**config.mk**
```make
export PLATFORM = sky130hd
export DESIGN_NAME = rtmc_spi_cmd
export DESIGN_NICKNAME = d
export VERILOG_FILES = /design/src/rtl/rtmc_spi_cmd.sv
export SDC_FILE = /design/constraint.sdc
export NUM_CORES = 1
export LEC_CHECK = 0
export ABC_AREA = 1
export CORE_UTILIZATION = 50
export CTS_CLUSTER_SIZE = 30
export DETAILED_ROUTE_END_ITERATION = 10
export PLACE_DENSITY = 0.79
export SLEW_MARGIN = 20
export SYNTH_ARGS = -nofsm -noshare
export SYNTH_HDL_FRONTEND = slang
export SYNTH_SLANG_ARGS = --single-unit
```
**constraint.sdc**
```tcl
create_clock -name clk -period 2.1 [get_ports clk]
set_clock_uncertainty 0.2 [all_clocks]
set_input_delay 0.315 -clock clk [delete_from_list [all_inputs] [get_ports clk]]
set_output_delay 0.315 -clock clk [all_outputs]
set_load 0.02 [all_outputs]
```
**src/rtl/rtmc_spi_cmd.sv**
```systemverilog
// SPI command engine: turns the op/address/data byte stream of one frame into a
// single register bus read or write and produces the per-byte response stream.
module rtmc_spi_cmd #(
   parameter int ADDR_W   = 8,
   parameter int DATA_W   = 16,
   parameter int MAX_POLL = 15
) (
   input  logic              clk,
   input  logic              rst,
   input  logic              frame_start,
   input  logic              rx_valid,
   input  logic [7:0]        rx_byte,
   output logic [7:0]        tx_byte,
   output logic [ADDR_W-1:0] bus_addr,
   output logic [DATA_W-1:0] bus_wdata,
   output logic              bus_wr,
   output logic              bus_rd,
   input  logic [DATA_W-1:0] bus_rdata,
   input  logic              bus_ack,
   input  logic              bus_err,
   output logic              busy
);

   localparam logic [7:0] OP_NOP       = 8'h00;
   localparam logic [7:0] OP_RD        = 8'h01;
   localparam logic [7:0] OP_WR        = 8'h02;
   localparam logic [7:0] RES_BUSY     = 8'h00;
   localparam logic [7:0] RES_ACK      = 8'h01;
   localparam logic [7:0] RES_ACK_DATA = 8'h02;
   localparam logic [7:0] RES_ERROR    = 8'hFF;
   localparam logic [7:0] MAX_POLL_C   = 8'(MAX_POLL);

   typedef enum logic [3:0] {
      ST_IDLE, ST_ADDR, ST_WDH, ST_WDL, ST_WAIT, ST_RDH, ST_RDL, ST_DONE, ST_ERR
   } state_t;

   state_t            state_r, state_nxt_s;
   logic [7:0]        tx_nxt_s;
   logic [7:0]        poll_cnt_r, poll_nxt_s;
   logic              op_rd_r, op_rd_nxt_s;
   logic              addr_ld_s, wdh_ld_s, wdl_ld_s, req_set_s;
   logic              req_pending_r, req_rd_r;
   logic              own_r;
   logic              done_r, done_err_r;
   logic [DATA_W-1:0] rdata_r;
   logic              issue_s, cmpl_s, cmpl_err_s;

   // own_r marks an in-flight transaction that belongs to the current frame;
   // acks for aborted frames only release busy.
   assign cmpl_s     = done_r | (bus_ack & own_r);
   assign cmpl_err_s = done_r ? done_err_r : bus_err;
   assign issue_s    = req_pending_r & ~frame_start & ~busy & ~bus_wr & ~bus_rd;

   // FSM state, response byte and poll counter registers
   always_ff @(posedge clk) begin
      if (rst) begin
         state_r    <= ST_IDLE;
         tx_byte    <= 8'h00;
         poll_cnt_r <= 8'd0;
         op_rd_r    <= 1'b0;
      end else begin
         state_r    <= state_nxt_s;
         tx_byte    <= tx_nxt_s;
         poll_cnt_r <= poll_nxt_s;
         op_rd_r    <= op_rd_nxt_s;
      end
   end

   // next-state, next response byte and datapath load controls
   always_comb begin
      state_nxt_s = state_r;
      tx_nxt_s    = tx_byte;
      poll_nxt_s  = poll_cnt_r;
      op_rd_nxt_s = op_rd_r;
      addr_ld_s   = 1'b0;
      wdh_ld_s    = 1'b0;
      wdl_ld_s    = 1'b0;
      req_set_s   = 1'b0;
      if (frame_start) begin
         state_nxt_s = ST_IDLE;
         tx_nxt_s    = RES_BUSY;
         poll_nxt_s  = 8'd0;
      end else if (rx_valid) begin
         case (state_r)
            ST_IDLE: begin
               case (rx_byte)
                  OP_RD: begin
                     op_rd_nxt_s = 1'b1;
                     tx_nxt_s    = RES_BUSY;
                     state_nxt_s = ST_ADDR;
                  end
                  OP_WR: begin
                     op_rd_nxt_s = 1'b0;
                     tx_nxt_s    = RES_BUSY;
                     state_nxt_s = ST_ADDR;
                  end
                  OP_NOP: begin
                     tx_nxt_s    = RES_ACK;
                     state_nxt_s = ST_DONE;
                  end
                  default: begin
                     tx_nxt_s    = RES_ERROR;
                     state_nxt_s = ST_ERR;
                  end
               endcase
            end
            ST_ADDR: begin
               addr_ld_s = 1'b1;
               tx_nxt_s  = RES_BUSY;
               if (op_rd_r) begin
                  req_set_s   = 1'b1;
                  state_nxt_s = ST_WAIT;
               end else begin
                  state_nxt_s = ST_WDH;
               end
            end
            ST_WDH: begin
               wdh_ld_s    = 1'b1;
               tx_nxt_s    = RES_BUSY;
               state_nxt_s = ST_WDL;
            end
            ST_WDL: begin
               wdl_ld_s    = 1'b1;
               req_set_s   = 1'b1;
               tx_nxt_s    = RES_BUSY;
               state_nxt_s = ST_WAIT;
            end
            ST_WAIT: begin
               if (cmpl_s) begin
                  if (cmpl_err_s) begin
                     tx_nxt_s    = RES_ERROR;
                     state_nxt_s = ST_ERR;
                  end else if (op_rd_r) begin
                     tx_nxt_s    = RES_ACK_DATA;
                     state_nxt_s = ST_RDH;
                  end else begin
                     tx_nxt_s    = RES_ACK;
                     state_nxt_s = ST_DONE;
                  end
               end else if (poll_cnt_r < MAX_POLL_C) begin
                  tx_nxt_s   = RES_BUSY;
                  poll_nxt_s = poll_cnt_r + 8'd1;
               end else begin
                  tx_nxt_s    = RES_ERROR;
                  state_nxt_s = ST_ERR;
               end
            end
            ST_RDH: begin
               tx_nxt_s    = rdata_r[DATA_W-1 -: 8];
               state_nxt_s = ST_RDL;
            end
            ST_RDL: begin
               tx_nxt_s    = rdata_r[7:0];
               state_nxt_s = ST_DONE;
            end
            ST_DONE: begin
               tx_nxt_s = RES_BUSY;
            end
            ST_ERR: begin
               tx_nxt_s = RES_ERROR;
            end
            default: begin
               tx_nxt_s    = RES_ERROR;
               state_nxt_s = ST_ERR;
            end
         endcase
      end else begin
         state_nxt_s = state_r;
      end
   end

   // bus address/data latches, strobe issue, busy and completion capture
   always_ff @(posedge clk) begin
      if (rst) begin
         bus_addr      <= '0;
         bus_wdata     <= '0;
         bus_wr        <= 1'b0;
         bus_rd        <= 1'b0;
         busy          <= 1'b0;
         req_pending_r <= 1'b0;
         req_rd_r      <= 1'b0;
         own_r         <= 1'b0;
         done_r        <= 1'b0;
         done_err_r    <= 1'b0;
         rdata_r       <= '0;
      end else begin
         if (addr_ld_s) bus_addr <= ADDR_W'(rx_byte);
         if (wdh_ld_s)  bus_wdata[DATA_W-1 -: 8] <= rx_byte;
         if (wdl_ld_s)  bus_wdata[7:0] <= rx_byte;
         bus_wr <= issue_s & ~req_rd_r;
         bus_rd <= issue_s & req_rd_r;

         if (frame_start)    req_pending_r <= 1'b0;
         else if (req_set_s) req_pending_r <= 1'b1;
         else if (issue_s)   req_pending_r <= 1'b0;
         if (req_set_s)      req_rd_r      <= op_rd_r;

         if (bus_ack)               busy <= 1'b0;
         else if (bus_wr || bus_rd) busy <= 1'b1;

         if (frame_start)  own_r <= 1'b0;
         else if (issue_s) own_r <= 1'b1;
         else if (bus_ack) own_r <= 1'b0;

         if (frame_start || req_set_s) begin
            done_r     <= 1'b0;
            done_err_r <= 1'b0;
         end else if (bus_ack && own_r) begin
            done_r     <= 1'b1;
            done_err_r <= bus_err;
         end
         if (bus_ack && own_r && !frame_start) rdata_r <= bus_rdata;
      end
   end

endmodule
```
## After elaboration in Yosys (flattened, before gate mapping)

Cells that the tools add are included.

- Register bits after elaboration: 69
- Logic and storage cells: 95

- Add/sub/neg operators: 1
- Magnitude comparators: 1
- Equality and inequality tests: 11
- Multiplexer cells: 32
- Bitwise logic cells: 15
- Reductions and logical operators: 19

Operators with widths:

| operator | number |
|---|---|
| case mux 8 bit (5 select lines) | 1 |
| case mux 4 bit (8 select lines) | 1 |
| 2-to-1 mux 8 bit | 3 |
| 2-to-1 mux 1 bit | 17 |
| == test 4 x 3 -> 1 bit (second input constant) | 4 |
| case mux 8 bit (2 select lines) | 1 |
| 2-to-1 mux 4 bit | 3 |
| OR reduction 2 bit | 5 |
| adder 8 x 1 -> 8 bit (second input constant) | 1 |
| == test 4 x 2 -> 1 bit (second input constant) | 2 |
| == test 8 x 1 -> 1 bit (second input constant) | 1 |
| == test 8 x 2 -> 1 bit (second input constant) | 1 |
| zero test 8 bit | 1 |
| less-than comparator 8 x 4 -> 1 bit (second input constant) | 1 |
| case mux 4 bit (2 select lines) | 1 |
| AND reduction 4 bit | 2 |
| bitwise AND 1 bit | 7 |
| NOT 1 bit | 7 |
| nonzero test 2 bit | 3 |
| == test 4 x 1 -> 1 bit (second input constant) | 1 |
| == test 4 bit (second input constant) | 1 |
| zero test 4 bit | 1 |
| 2-to-1 mux 2 bit | 2 |
| case mux 1 bit (2 select lines) | 2 |
| 8 further kinds | 10 |

## Depth between registers and ports, before layout

Gate-level depths: netlist of run 1.

- Word-level depth: 7
- Mapped depth: 11

## Worst setup path before layout of run 1

Ideal clock, no wire load.

- Path type: register to register
- From: register poll_cnt_r[0]
- To: register state_r[0]
- Library setup time: 0.121 ns
- Arrival time: 1.185 ns
- Required time: 1.779 ns
- Setup slack: 0.594 ns
- Stages on the path, launching flop included: 10
- Clock period less this slack: 1.506 ns
- Cell sequence: dfxtp_1 -> ha_1 -> nand2_1 -> nor2_1 -> nor2_2 -> nand3_1 -> nand2_1 -> inv_1 -> nand2_1 -> a21oi_1

- Cells in the longest elaborated chain, start to end: 3

Ends and longest elaborated chain:

| what | line | text |
|---|---|---|
| start: declaration | 39 | `logic [7:0] poll_cnt_r, poll_nxt_s;` |
| start signal: assignment | 64 | `poll_cnt_r <= poll_nxt_s;` |
| less-than comparator 8 x 4 -> 1 bit | 140 | `end else if (poll_cnt_r < MAX_POLL_C) begin` |
| inequality test 3 bit (no source line) | - |  |
| AND reduction 3 bit (no source line) | - |  |
| end signal: assignment | 62 | `state_r <= state_nxt_s;` |
| end: declaration | 37 | `state_t state_r, state_nxt_s;` |

No other way between the ends.
A chain may end at the register's enable or synchronous reset.

## Worst setup path in the final report of run 1

- From: register bus_wdata[11]
- To: output port bus_wdata[11]

RTL lines:

| what | line | text |
|---|---|---|
| start: declaration | 15 | `output logic [DATA_W-1:0] bus_wdata,` |
| start signal: indexed assignment | 188 | `if (wdh_ld_s) bus_wdata[DATA_W-1 -: 8] <= rx_byte;` |

No word-level cell between the ends.

==> flow_summary.ini, run 1 <==
[hold_path]
hp-class = reg -> reg
min_from = poll_cnt_r[4]
hold_depth = 2
whs_endpoint = poll_cnt_r[4]

[clocking]
cts_tree = built
cts_resized = 0
cts_buffer_depth = 2
htreeDepth = 3
root_buffer = clkbuf_8
numClockSinks = 69
hold_buffers = 0
post_cts_buffers = 0
numCtsBuffers = 9
clk_pin_slew_ns = 0.07
worstSkewPairLatency_ns = 0.33

[yosys]
synth_top_area_share_pct = 45.3
syn_area_per_cell_um2 = 7.12
ys_warn_count = 0
synthTopCellsByCount = 87 x nand2_1, 73 x nor2_1, 69 x dfxtp_1
synthXorXnorAreaFrac_pct = 0.287
yosys.area_share.simple_pct = 32.3
netlist_area_mm2 = 0.00305
async_flop_share_pct = 0
post-synth-top-count-cell = nand2_1
synth_cell_types = 32
ys_ff_latch = 69
synth-adder-area-share_pct = 0.410
synth_mux_area_share_pct = 0
synth-seq-area-share_pct = 45.3
syn_inst = 428
synth.largest_area_cell = dfxtp_1
synth_compound_area_share_pct = 14.1
synth_top_flop_cell = dfxtp_1
synthTopCellsByArea = dfxtp_1 45%, nand2_1 11%, nor2_1 9.0%, a21oi_1 7.2%, nand3_1 5.9%
synth_top_family_by_area = simple AND/OR/NAND/NOR gates
synth-edff-count = 0
synthesis.nets = 459

[die]
start_util_pct = 51.8
core_mm2 = 0.00589
fp.dieH_um = 80.1
die_area_mm2 = 0.00641
fp-row-count = 28
io_pins = 65
die_w_um = 80.1

[global_routing]
antenna_found_initial = 0
grt_pass1_vias = 2783
grtUsageTotal_pct = 24.9
grt_start_max_net_pins = 28
overflow = 0
grt_pass1_wl_um = 12000

[routing]
ant_nets = 0
drc_errors = 0
vias = 2995
dr.pass1.iters = 4
viasPerCell = 5.15
routed_wl_um = 7260
first_iter_violations = 134
routedWlPerCell_um = 12.5

[place]
port_buffers = 64
dpl.hpwl_um = 5510
postPlaceCellArea_mm2 = 0.00380
place.gp.congestion = 0.875
place_inst = 567

[flow_run]
max-cap-violations = 0

[critical_path]
cp_slowest_cell = clkdlybuf4s50_1
cp_cell_sequence = clkdlybuf4s50_1
r2r_end = state_r[0]
crit_type = reg -> out
r2r_cells = 8
startpoint_type = flip-flop
crit_family = buffers and inverters
crit_arrival_ns = 1.29
r2r_start = state_r[3]
end_kind = primary output
cp.required_ns = 1.58
worstPathMaxFanout = 2
rrSetupSlack_ns = 0.34
cp_slowest_stage_delay_ns = 0.62
path_buf_inv = 1

[sta]
worst_slew_margin_rel_pct = 66.7
fin_crit_sh_pct = 86.0
setup_tns_ns = 0
min_period_ns = 1.81
max_freq_mhz = 554
rsz0062_at_grt = no
worst_slew_pin_slew_ns = 0.499
slew_violations = 0
hold_violations = 0
setup_viol = 0

[final_layout]
num_antenna_cells = 0
fin_area_mm2 = 0.00396
layout-drive-gt1-share_pct = 9.07
instances_no_fill = 582
final_net_count = 534
area_growth_pct = 30.0

[status]
run_status = finished clean

[power_and_ir_drop]
ir_drop_mv = 0.410
total_power_mw = 2.43
p_per_area_mw_per_mm2 = 613
leakage_nw = 1.52
[how the worst max path moves through the flow]
| stage | endpoint | startpoint | depth (start not counted) |
|---|---|---|---|
| after floorplan | state_r[0] | poll_cnt_r[0] | 9 |
| after global placement | tx_byte[5] | rx_byte[6] | 9 |
| after detailed placement | tx_byte[5] | rx_byte[6] | 9 |
| after CTS | tx_byte[1] | tx_byte[1] | 1 |
| after global routing | state_r[0] | state_r[3] | 8 |
| final | bus_wdata[11] | bus_wdata[11] | 1 |
[per-layer routing]
metal	vias up	routed length [um]	track usage [%]
met3	14	320	4.32
li1	1541	-	-
met5	-	0	0
met1	1338	3050	26.6
met4	0	166	15.7
met2	102	3720	45.0
[through the flow]
stage / hold WS (ns) / worst slack (ns) / util, %
3_3_place_gp: 0.215 / 0.0463 / 64.6
3_5_place_dp: 0.227 / 0.0109 / 64.6
4_1_cts: 0.237 / 0.281 / 67.3
2_1_floorplan: 0.194 / 0.594 / -
5_1_grt: 0.259 / 0.165 / 67.3
6_report: 0.235 / 0.294 / 67.3
[flip-flops by register name, indices dropped and copies added, names as in the netlist, 4 cells and up]
signal	count
tx_byte	8
bus_wdata	16
rdata_r	16
poll_cnt_r	8
state_r	4
bus_addr	8
[cells in the final DEF (no fill, tap or decap)]
cell              n
nand2_2           4
xor2_1            1
a21oi_1          44
a211oi_1          1
nand3b_1          1
dfxtp_1          69
clkbuf_1          3
inv_2             4
inv_1            32
o21ai_1           3
clkinv_2          2
nand4_4           1
a31oi_1           1
a21boi_0          1
nor2_1           73
nor2_8            1
nand3_1          36
nor3_1            5
ha_1              1
nand3_2           1
nand2_1          87
nor2_2            3
buf_4            14
inv_4             1
clkdlybuf4s50_1  64
nand4_1           3
clkinv_1          2
clkbuf_8         10
nor2_4            4
o21ai_0          33
nand2_4           1
o211ai_1          1
[area by class of cell]
class,instances,area [um2]
clock buffer,13,149
clock inverter,2,10.0
fill,518,1920
inverter,39,149
multi-input combinational,306,1430
sequential,69,1380
tap,75,93.8
timing repair buffer,78,746
[cells by family (layout without fill, tap and decap cells)]
logic type,count (synthesis),after routing
and+or+nand+nor,220,220
AOI/OAI and AO/OA,84,84
DFF,69,69
buffers and inverters,53,132
adders and majority gates,1,1
xor gates and xnor gates,1,1
[power by group]
part           switching [mW]  total (mW)  internal [mW]
combinational           0.106       0.201         0.0955
clock                   0.453       0.905          0.452
sequential            0.00703        1.32           1.32
total                   0.566        2.43           1.86
No activity file was read; power rests on OpenSTA's default activity.
==> run 2, diff against run 1 <==
Settings changed: PLACE_DENSITY 0.79 to unset, PLACE_DENSITY_LB_ADDON set to 0.3.
==> flow_summary.ini, run 2 (same netlist as run 1, synthesis figures left out) <==
[sta]
slew_violations = 0
max_freq_mhz = 542
setup_tns_ns = 0
rsz0062_at_grt = no
hold_violations = 0
fin_crit_sh_pct = 87.9
worst_slew_margin_rel_pct = 63.8
whs_ns = 0.237
setup_viol = 0
worst_slew_pin_slew_ns = 0.542
min_period_ns = 1.85

[routing]
routedWlPerCell_um = 12.5
routed_wl_um = 7240
ant_nets = 0
viasPerCell = 5.26
dr.pass1.iters = 7
vias = 3058
first_iter_violations = 146
drc_errors = 1

[critical_path]
startpoint_type = flip-flop
end_kind = flip-flop
crit_type = reg -> reg
cp.required_ns = 2.13
r2r_end = state_r[2]
r2r_start = state_r[3]
crit_arrival_ns = 1.88
rrSetupSlack_ns = 0.25
r2r_cells = 8
worstPathMaxFanout = 11

[die]
fp.dieH_um = 80.1
die_w_um = 80.1
start_util_pct = 51.8
fp-row-count = 28
core_mm2 = 0.00589
die_area_mm2 = 0.00641
io_pins = 65

[final_layout]
reg.largest.list = bus_wdata (16), rdata_r (16)
final_net_count = 532
final_cell_mix = 87 x nand2_1, 73 x nor2_1, 69 x dfxtp_1
num_antenna_cells = 0
fillCellCount = 506
layout_commonest_cell = nand2_1
layout-drive-gt1-share_pct = 9.49
area_growth_pct = 31.6

[global_routing]
grt_start_max_net_pins = 27
grt_pass1_vias = 2917
grt_pass1_wl_um = 12300
overflow = 0
grtUsageTotal_pct = 25.0
antenna_found_initial = 0

[clocking]
root_buffer = clkbuf_8
cts_tree = built
numCtsBuffers = 9
worstSkewPairLatency_ns = 0.35
clk_pin_slew_ns = 0.08
post_cts_buffers = 0
cts_resized = 0
hold_buffers = 0
numClockSinks = 69
cts_buffer_depth = 2
htreeDepth = 3

[power_and_ir_drop]
p_sw_uw = 633
ir_drop_mv = 0.387
intPower_mw = 2.09
power_frac_comb_pct = 7.4
pwr-share-clk_pct = 43.9
leakage_nw = 1.54
p_sw_share_pct = 23.3
sequentialPowerShare_pct = 48.7
p_per_area_mw_per_mm2 = 678

[place]
port_buffers = 64
place.gp.congestion = 0.871
dpl.hpwl_um = 5460

[status]
run_status = complete, but fails checks
violations = DRC

[hold_path]
hold_depth = 1
hp-class = reg -> reg
whs_endpoint = bus_wr
min_from = req_rd_r

[flow_run]
max-cap-violations = 0
run 2: cell count changes in the layout (fill, tap and decap cells not counted), sizes merged:
cell      change
inv           +1
clkinv        +1
bufinv        +2
clkinvlp      +1
buf           -2
clkbuf        -4
run 2: worst max-delay path, cell delays in order (launching register included):
cell,delay [ns]
dfxtp_1,0.44
inv_4,0.14
nand2_2,0.11
nor2_4,0.31
nand3_1,0.12
nand2_1,0.18
inv_1,0.10
nand2_1,0.07
a21oi_1,0.05
run 2: layout make-up:
cell class              count  area, um2  share of cell area (%)
repair buffers             76        731                    18.2
inverters                  39        149                    3.71
well taps                  75       93.8                    2.34
clock buffers               9        124                    3.09
clock inverters             7       98.8                    2.46
flip-flops and latches     69       1380                    34.4
multi-input cells         306       1430                    35.7
run 2: stage by stage:
step	std cells	cell area, um2	util (%)	power, mW	setup slack [ns]
after global placement	565	3790	64.4	1.55	0.0399
after CTS	581	4010	68.2	2.74	0.264
after floorplan	428	3050	-	1.44	0.594
after global routing	581	4010	68.2	2.82	0.0770
after detailed placement	565	3790	64.4	1.55	0.00673
final	581	4010	68.2	2.72	0.255
run 2: routing by layer:
layer  vias up  routed length, um  track usage, %
met1      1377               3020            27.7
met5         -                  0               0
met3        23                408            5.91
met4         0                241            15.7
li1       1538                  -               -
met2       120               3570            42.7
run 2: worst max path at each step:
stage	from	slack, ns	to
floorplan	poll_cnt_r[0]	0.59	state_r[0]
global placement	rx_byte[5]	0.04	tx_byte[3]
detailed placement	bus_ack	0.007	tx_byte[3]
CTS	bus_wdata[10]	0.26	bus_wdata[10]
global route	state_r[3]	0.08	state_r[1]
finish	state_r[3]	0.25	state_r[2]
run 2: power by group through the flow:
stage | clock (mW) | sequential, mW | combinational [mW]
floorplan | 0 | 1.36 | 0.0834
global placement | 0 | 1.35 | 0.198
CTS | 1.21 | 1.32 | 0.202
finish | 1.19 | 1.32 | 0.202
global route | 1.27 | 1.32 | 0.221
detailed placement | 0 | 1.35 | 0.200
==> run 3, diff against run 2 <==
Settings changed: REMOVE_ABC_BUFFERS set to 1.
==> flow_summary.ini, run 3 (same netlist as run 1, synthesis figures left out) <==
[final_layout]
reg.largest.list = bus_wdata (16), rdata_r (16)
layout-drive-gt1-share_pct = 9.82
instances_no_fill = 584
postLayoutCoreUtil_pct = 67.8
fillCellCount = 509
layout_commonest_cell = nand2_1
area_growth_pct = 30.8
final_cell_mix = 87 x nand2_1, 73 x nor2_1, 69 x dfxtp_1
fin_area_mm2 = 0.00399
num_antenna_cells = 0
final_net_count = 535

[die]
fp.dieH_um = 80.1
fp-row-count = 28
core_mm2 = 0.00589
io_pins = 65
die_w_um = 80.1
die_area_mm2 = 0.00641
start_util_pct = 51.8

[power_and_ir_drop]
leakage_nw = 1.54
p_per_area_mw_per_mm2 = 622
ir_drop_mv = 0.419

[status]
run_status = finished clean

[place]
postPlaceCellArea_mm2 = 0.00381
place_ws_ns = 0.00979
port_buffers = 64
dpl.hpwl_um = 5180
place_inst = 568
place.gp.congestion = 0.902

[clocking]
root_buffer = clkbuf_8
numClockSinks = 69
clk_pin_slew_ns = 0.07
htreeDepth = 3
cts_resized = 0
post_cts_buffers = 0
hold_buffers = 0
cts_tree = built
numCtsBuffers = 9
cts_buffer_depth = 2
worstSkewPairLatency_ns = 0.33

[sta]
layout_setup_ws_ns = 0.271
max_freq_mhz = 547
setup_tns_ns = 0
rsz0062_at_grt = no
fin_crit_sh_pct = 87.1
worst_slew_pin_slew_ns = 0.500
hold_violations = 0
min_period_ns = 1.83
slew_violations = 0
setup_viol = 0
worst_slew_margin_rel_pct = 66.6

[global_routing]
grtUsageTotal_pct = 23.7
overflow = 0
grt_pass1_vias = 2737
grt_start_max_net_pins = 28
grt_pass1_wl_um = 11700
antenna_found_initial = 0

[critical_path]
crit_type = reg -> reg
crit_arrival_ns = 1.85
cp.required_ns = 2.12
timing.critical_path.mode_cell = nand2_1
cp_slowest_stage_delay_ns = 0.44
worstPathMaxFanout = 11
startpoint_type = flip-flop
end_kind = flip-flop
cp_cell_sequence = inv_4 > nand2_2 > nor2_4 > nand3_1 > nand2_1 > inv_1 > nand2_1 > a21oi_1
cp_slowest_cell = dfxtp_1

[hold_path]
hp-class = reg -> reg

[routing]
routed_wl_um = 6970
first_iter_violations = 138
vias = 2969
dr.pass1.iters = 5
routedWlPerCell_um = 11.9
viasPerCell = 5.08
drc_errors = 0
ant_nets = 0

[flow_run]
max-cap-violations = 0
[run 3: power breakdown]
group / leakage [nW] / switching [mW] / internal (mW)
sequential: 0.557 / 0.00712 / 1.32
combinational: 0.886 / 0.106 / 0.0990
clock: 0.0921 / 0.466 / 0.487
[run 3: worst paths after layout]
check	start	to	slack, ns	cells past startpoint
worst max register to register	state_r[3]	state_r[2]	0.27	8
worst max-delay path	state_r[3]	state_r[2]	0.27	8
worst min register to register	req_rd_r	bus_wr	0.23	1
worst min-delay path	req_rd_r	bus_wr	0.23	1
[run 3: cell type report]
class | count | area, um2 | share of cell area, %
clock inverter | 4 | 22.5 | 0.565
inverter | 39 | 149 | 3.73
multi-input combinational | 306 | 1430 | 35.9
tap | 75 | 93.8 | 2.35
clock buffer | 12 | 155 | 3.89
sequential | 69 | 1380 | 34.6
timing repair buffer | 79 | 753 | 18.9
[run 3: worst max-delay path, delay by kind of cell (launching register included)]
| kind | cells | cell delay, ns |
|---|---|---|
| compound gates | 1 | 0.06 |
| flops | 1 | 0.44 |
| buf+inv | 2 | 0.23 |
| simple gates | 5 | 0.79 |
[run 3: layer usage]
layer	wire length, um	vias to the layer above	global-route usage [%]	share of wire, %
met4	134	0	13.6	1.9
met1	3090	1316	28.6	44
met5	0	-	0	0
met2	3310	95	39.3	48
li1	-	1545	-	-
met3	428	13	4.43	6.1
[run 3: per-stage QoR]
stage	total power [mW]	hold WS, ns
after floorplan	1.43	0.184
after global placement	1.55	0.207
after detailed placement	1.56	0.220
after CTS	2.51	0.232
after global routing	2.57	0.253
final	2.48	0.228
